### config.mk
export PLATFORM = sky130hd
export DESIGN_NAME = jogador_automatico
export DESIGN_NICKNAME = d
export VERILOG_FILES = /design/src/rtl/jogador_automatico.sv
export SDC_FILE = /design/constraint.sdc
export NUM_CORES = 1
export LEC_CHECK = 0
export CAP_MARGIN = 5
export CORE_MARGIN = 2
export CORE_UTILIZATION = 60
export DETAILED_ROUTE_END_ITERATION = 6
export DONT_BUFFER_PORTS = 1
export PLACE_DENSITY = 0.77
export SLEW_MARGIN = 40
export SYNTH_ARGS = -nofsm -noshare
export SYNTH_HDL_FRONTEND = slang
export SYNTH_SLANG_ARGS = --single-unit
### constraint.sdc
create_clock -name clock -period 2.5 [get_ports clock]
set_input_delay 0.5 -clock clock [delete_from_list [all_inputs] [get_ports clock]]
set_output_delay 0.5 -clock clock [all_outputs]
set_load 0.005 [all_outputs]
### src/rtl/jogador_automatico.sv
// Automatic player: records the LED sequence shown by the game, then replays it on the button lines.
// Optional JOGADOR_ERRO_EN: rotate the last replayed press left by one bit when erra_ultima is set.
module jogador_automatico #(
  parameter int DEPTH   = 16,
  parameter int T_PRESS = 2500,
  parameter int T_GAP   = 2500
) (
  input  logic       clock,
  input  logic       reset,
  input  logic       habilita,
  input  logic [3:0] leds,
  input  logic       responder,
  input  logic       erra_ultima,
  output logic [3:0] botoes,
  output logic       ocupado,
  output logic       pronto,
  output logic       overflow,
  output logic [4:0] db_contagem,
  output logic [2:0] db_estado
);

  localparam int TMAX = (T_PRESS > T_GAP) ? T_PRESS : T_GAP;
  localparam int TW   = $clog2(TMAX + 1);
  localparam int IW   = $clog2(DEPTH);

  typedef enum logic [2:0] {
    OCIOSO    = 3'd0,
    CAPTURA   = 3'd1,
    PRESSIONA = 3'd2,
    SOLTA     = 3'd3,
    FIM       = 3'd4
  } EstadoT;

  EstadoT          estado, proximo;
  logic [3:0]      seqBuf [DEPTH];
  logic [3:0]      ledsPrev;
  logic [4:0]      count;
  logic [IW-1:0]   idx;
  logic [TW-1:0]   timer;
  logic            captureEdge, bufFull, lastIdx, pressDone, gapDone;
  logic [3:0]      pressVal;

  assign captureEdge = (leds != 4'd0) && (ledsPrev == 4'd0);
  assign bufFull     = (count >= 5'(DEPTH));
  assign lastIdx     = (5'(idx) == count - 5'd1);
  assign pressDone   = (timer == TW'(T_PRESS - 1));
  assign gapDone     = (timer == TW'(T_GAP - 1));

  always_ff @(posedge clock) begin
    if (reset) estado <= OCIOSO;
    else       estado <= proximo;
  end

  always_comb begin
    proximo = estado;
    case (estado)
      OCIOSO:    if (habilita) proximo = CAPTURA;
      // A capture landing in the same cycle as responder counts as a stored entry.
      CAPTURA:   if (responder) proximo = (count != 5'd0 || captureEdge) ? PRESSIONA : FIM;
      PRESSIONA: if (pressDone) proximo = SOLTA;
      SOLTA:     if (gapDone) proximo = lastIdx ? FIM : PRESSIONA;
      FIM:       proximo = CAPTURA;
      default:   proximo = OCIOSO;
    endcase
    if (!habilita) proximo = OCIOSO;
  end

`ifdef JOGADOR_ERRO_EN
  logic errLatch;
`else
  logic unusedErra;
  assign unusedErra = erra_ultima;
`endif

  always_ff @(posedge clock) begin
    if (reset) begin
      ledsPrev <= 4'd0;
      count    <= 5'd0;
      idx      <= '0;
      timer    <= '0;
      overflow <= 1'b0;
`ifdef JOGADOR_ERRO_EN
      errLatch <= 1'b0;
`endif
    end else begin
      ledsPrev <= leds;
      if (!habilita) begin
        count <= 5'd0;
        idx   <= '0;
        timer <= '0;
      end else begin
        case (estado)
          OCIOSO: begin
            count <= 5'd0;
            idx   <= '0;
            timer <= '0;
          end
          CAPTURA: begin
            if (captureEdge) begin
              if (!bufFull) count <= count + 5'd1;
              else          overflow <= 1'b1;
            end
            if (responder) begin
              idx   <= '0;
              timer <= '0;
`ifdef JOGADOR_ERRO_EN
              errLatch <= erra_ultima;
`endif
            end
          end
          PRESSIONA: timer <= pressDone ? '0 : timer + TW'(1);
          SOLTA: begin
            if (gapDone) begin
              timer <= '0;
              if (!lastIdx) idx <= idx + IW'(1);
            end else begin
              timer <= timer + TW'(1);
            end
          end
          FIM:     count <= 5'd0;
          default: ;
        endcase
      end
    end
  end

  // Buffer is deliberately not reset; entries are only read after being rewritten.
  always_ff @(posedge clock) begin
    if (!reset && habilita && estado == CAPTURA && captureEdge && !bufFull)
      seqBuf[count[IW-1:0]] <= leds;
  end

  always_comb begin
    pressVal = seqBuf[idx];
`ifdef JOGADOR_ERRO_EN
    if (errLatch && lastIdx) pressVal = {pressVal[2:0], pressVal[3]};
`endif
    botoes  = (estado == PRESSIONA) ? pressVal : 4'd0;
    ocupado = (estado == PRESSIONA) || (estado == SOLTA);
    pronto  = (estado == FIM);
  end

  assign db_contagem = count;
  assign db_estado   = estado;

endmodule

==> impl_metrics.ini <==
[status]
status = finished with violations
violations = setup timing

[yosys]
synth_top_area_cell = edfxtp_1
syn_avg_cell_area_um2 = 14.26
synth-edff-count = 64
synthesis.nets = 311
yosysUniqueCellTypes = 51
synth_seq_cells = 97
yosys-top-cells-area = edfxtp_1 (46%), dfxtp_1 (16%), mux4_2 (9.1%), nor2_1 (3.3%), xor2_1 (2.1%)
yosys_warnings = 0
synth-seq-area-share = 0.6117
synth_common_cells = edfxtp_1 (64), nor2_1 (37), dfxtp_1 (33), mux4_2 (17), nand2_1 (15)
syn_inst = 296
async_flop_share = 0
yosysTopAreaCellShare = 0.4552
synth_area_um2 = 4222
yosysMostFrequentCell = edfxtp_1
ys.flop_type = edfxtp_1

[placement]
place.detailed.hpwl_um = 5493
placed_area_um2 = 4429
place_congestion = 0.8051
dp.cells = 401
io_buffers = 0
pre_cts_slack_ns = 0.1463

[worst_setup_path]
cp-end-kind = output pin
r2r-end = seqBuf[12][1]
required_ns = 2.00
r2r_start = ledsPrev[1]
r2r_slack_ns = 0.24
worst_setup_path_start_kind = flop
crit_type = flop to output pin
reg2reg_depth = 5
worstPathArrival_ns = 2.12
path_max_fanout = 8

[clock_network]
cts_sinks = 97
cts.htree.levels = 3
cts_tree = built
cts_buffers = 9
holdBufCountCts = 0
clock_latency_ns = 0.35
cts_setup_buffers = 0
clk_path_buf_depth = 2
clockRootBuffer = clkbuf_8
clk_pin_slew_ns = 0.09

[detailed_routing]
wl_per_cell_um = 18.87
drt_iter0_drc = 199
drtAntennaViolNets = 0
vias = 2496
vias_per_cell = 5.986
wl_um = 7870
drtPass1Iterations = 4
remaining_drc_errors = 0

[timing]
fmax_ghz = 0.3823
setup_viol_count_final = 4
rsz0062_at_grt = yes
worst_slew_pin_slew_ns = 0.7199
fin_crit_ns = 2.616
timing.final.crit_share = 1.046
fin_tns_setup_ns = -0.4307
skew_ns = 0.01123
final_hold_viol_count = 0
setup_ws_ns = -0.1155
relSlewSlack = 0.5133
slew_viol_final = 0

[grt]
antenna_found_initial = 0
grt_use_total = 0.2255
grt_pass1_vias = 2395
grt_pass1_wl_um = 12680
grt_max_degree = 19
overflow = 0

[min_path]
hp-start = reset
hold_path_class = input port to flop
whs_endpoint = ledsPrev[3]
worstHoldPathCells = 1

[power]
p_per_area_nw_per_um2 = 567.9
irDropWorstVdd_mv = 0.4613
leakage_nw = 1.499

[layout]
fin_nets = 332
final_cells = 417
register_area_um2 = 2586
num_antenna_cells = 0
fin_area_um2 = 4642
fin_util = 0.6832
drive_gt1_frac = 0.2181
fillers = 475
multiInputGateArea_um2 = 1558
area_growth_pct = 9.958

[flow_run]
max_cap_viol_count = 0

[die]
coreArea_um2 = 6794
die_x_um = 87.88
ios = 24
die_h_um = 87.88
initial_core_util = 0.6214
dieArea_um2 = 7723
core.rowCount = 30
## stage by stage
step           power, mW  hold slack, ns
5_1_grt            2.736          0.1788
6_report           2.636          0.2010
2_1_floorplan      1.781          0.4605
3_5_place_dp       1.795          0.5231
3_3_place_gp       1.794          0.4943
4_1_cts            2.676          0.1806
## what timing repair did
item / 4_1_cts / 5_1_grt
endpoints found under the setup margin: 4 / 4
resized for setup: 9 / 0
gates cloned: 1 / 0
## layout make-up
class                   instances  area share
flip-flops and latches         97      0.5571
multi-input cells             182      0.3356
repair buffers                 20     0.03935
clock buffers                   9     0.02668
well taps                      96     0.02588
clock inverters                 6    0.009704
inverters                       7    0.005660
## logic make-up (layout without fill, tap and decap cells)
| logic type | Yosys count | count (layout) | share of synthesized area |
|---|---|---|---|
| multiplexers | 23 | 23 | 0.1165 |
| buffers and inverters | 17 | 42 | 0.02223 |
| AND/OR/NAND/NOR | 110 | 110 | 0.1420 |
| adder cells (fa/ha/maj) | 6 | 6 | 0.01778 |
| XOR/XNOR | 18 | 18 | 0.03734 |
| flip-flops | 97 | 97 | 0.6117 |
| AO/OA/AOI/OAI | 25 | 25 | 0.05246 |
## how the worst max path moves through the flow
stage / from / to / depth (start not counted)
after global routing: flop / botoes[2] / 4
after detailed placement: flop / botoes[3] / 4
after global placement: flop / botoes[3] / 4
final: flop / botoes[2] / 4
after floorplan: flop / botoes[0] / 5
after CTS: flop / botoes[2] / 4
## routing by layer
layer / vias up / routed length [um] / GRT usage
met1: 1242 / 3395 / 0.3303
li1: 1170 / - / -
met3: 4 / 540 / 0.05938
met2: 80 / 3890 / 0.3416
met4: 0 / 44 / 0.05874
met5: - / 0 / 0
## worst max-delay path, stage by stage, from the launching register on
cell	delay (ns)
dfxtp_4	0.39
buf_12	0.15
mux4_2	0.51
mux4_2	0.52
and3_4	0.20
## power by group
group          internal, mW  switching (mW)
Combinational        0.0200          0.0284
Clock                 0.361           0.517
Sequential             1.71         0.00151
Total                  2.09           0.547
## sequential cells by signal (all words and copies together) (netlist names), named ones only
name	cells
timer	12
ledsPrev	4
db_estado	3
db_contagem	5
seqBuf	64
overflow	1
idx	4
## layout by cell type (no fill, tap or decap), drive strengths merged, types with 3 or more instances in the layout
cell / instances
a21oi: 3
and3: 7
and4: 3
buf: 20
clkbuf: 9
clkinv: 4
dfxtp: 33
edfxtp: 64
ha: 6
inv: 8
mux2i: 3
mux4: 20
nand2: 15
nand2b: 5
nand3: 10
nand4: 4
nor2: 37
nor2b: 5
nor3: 7
nor4: 3
nor4b: 3
o21ai: 4
o221ai: 4
xnor2: 8
xor2: 10
Power figures use the tool's default switching activity.
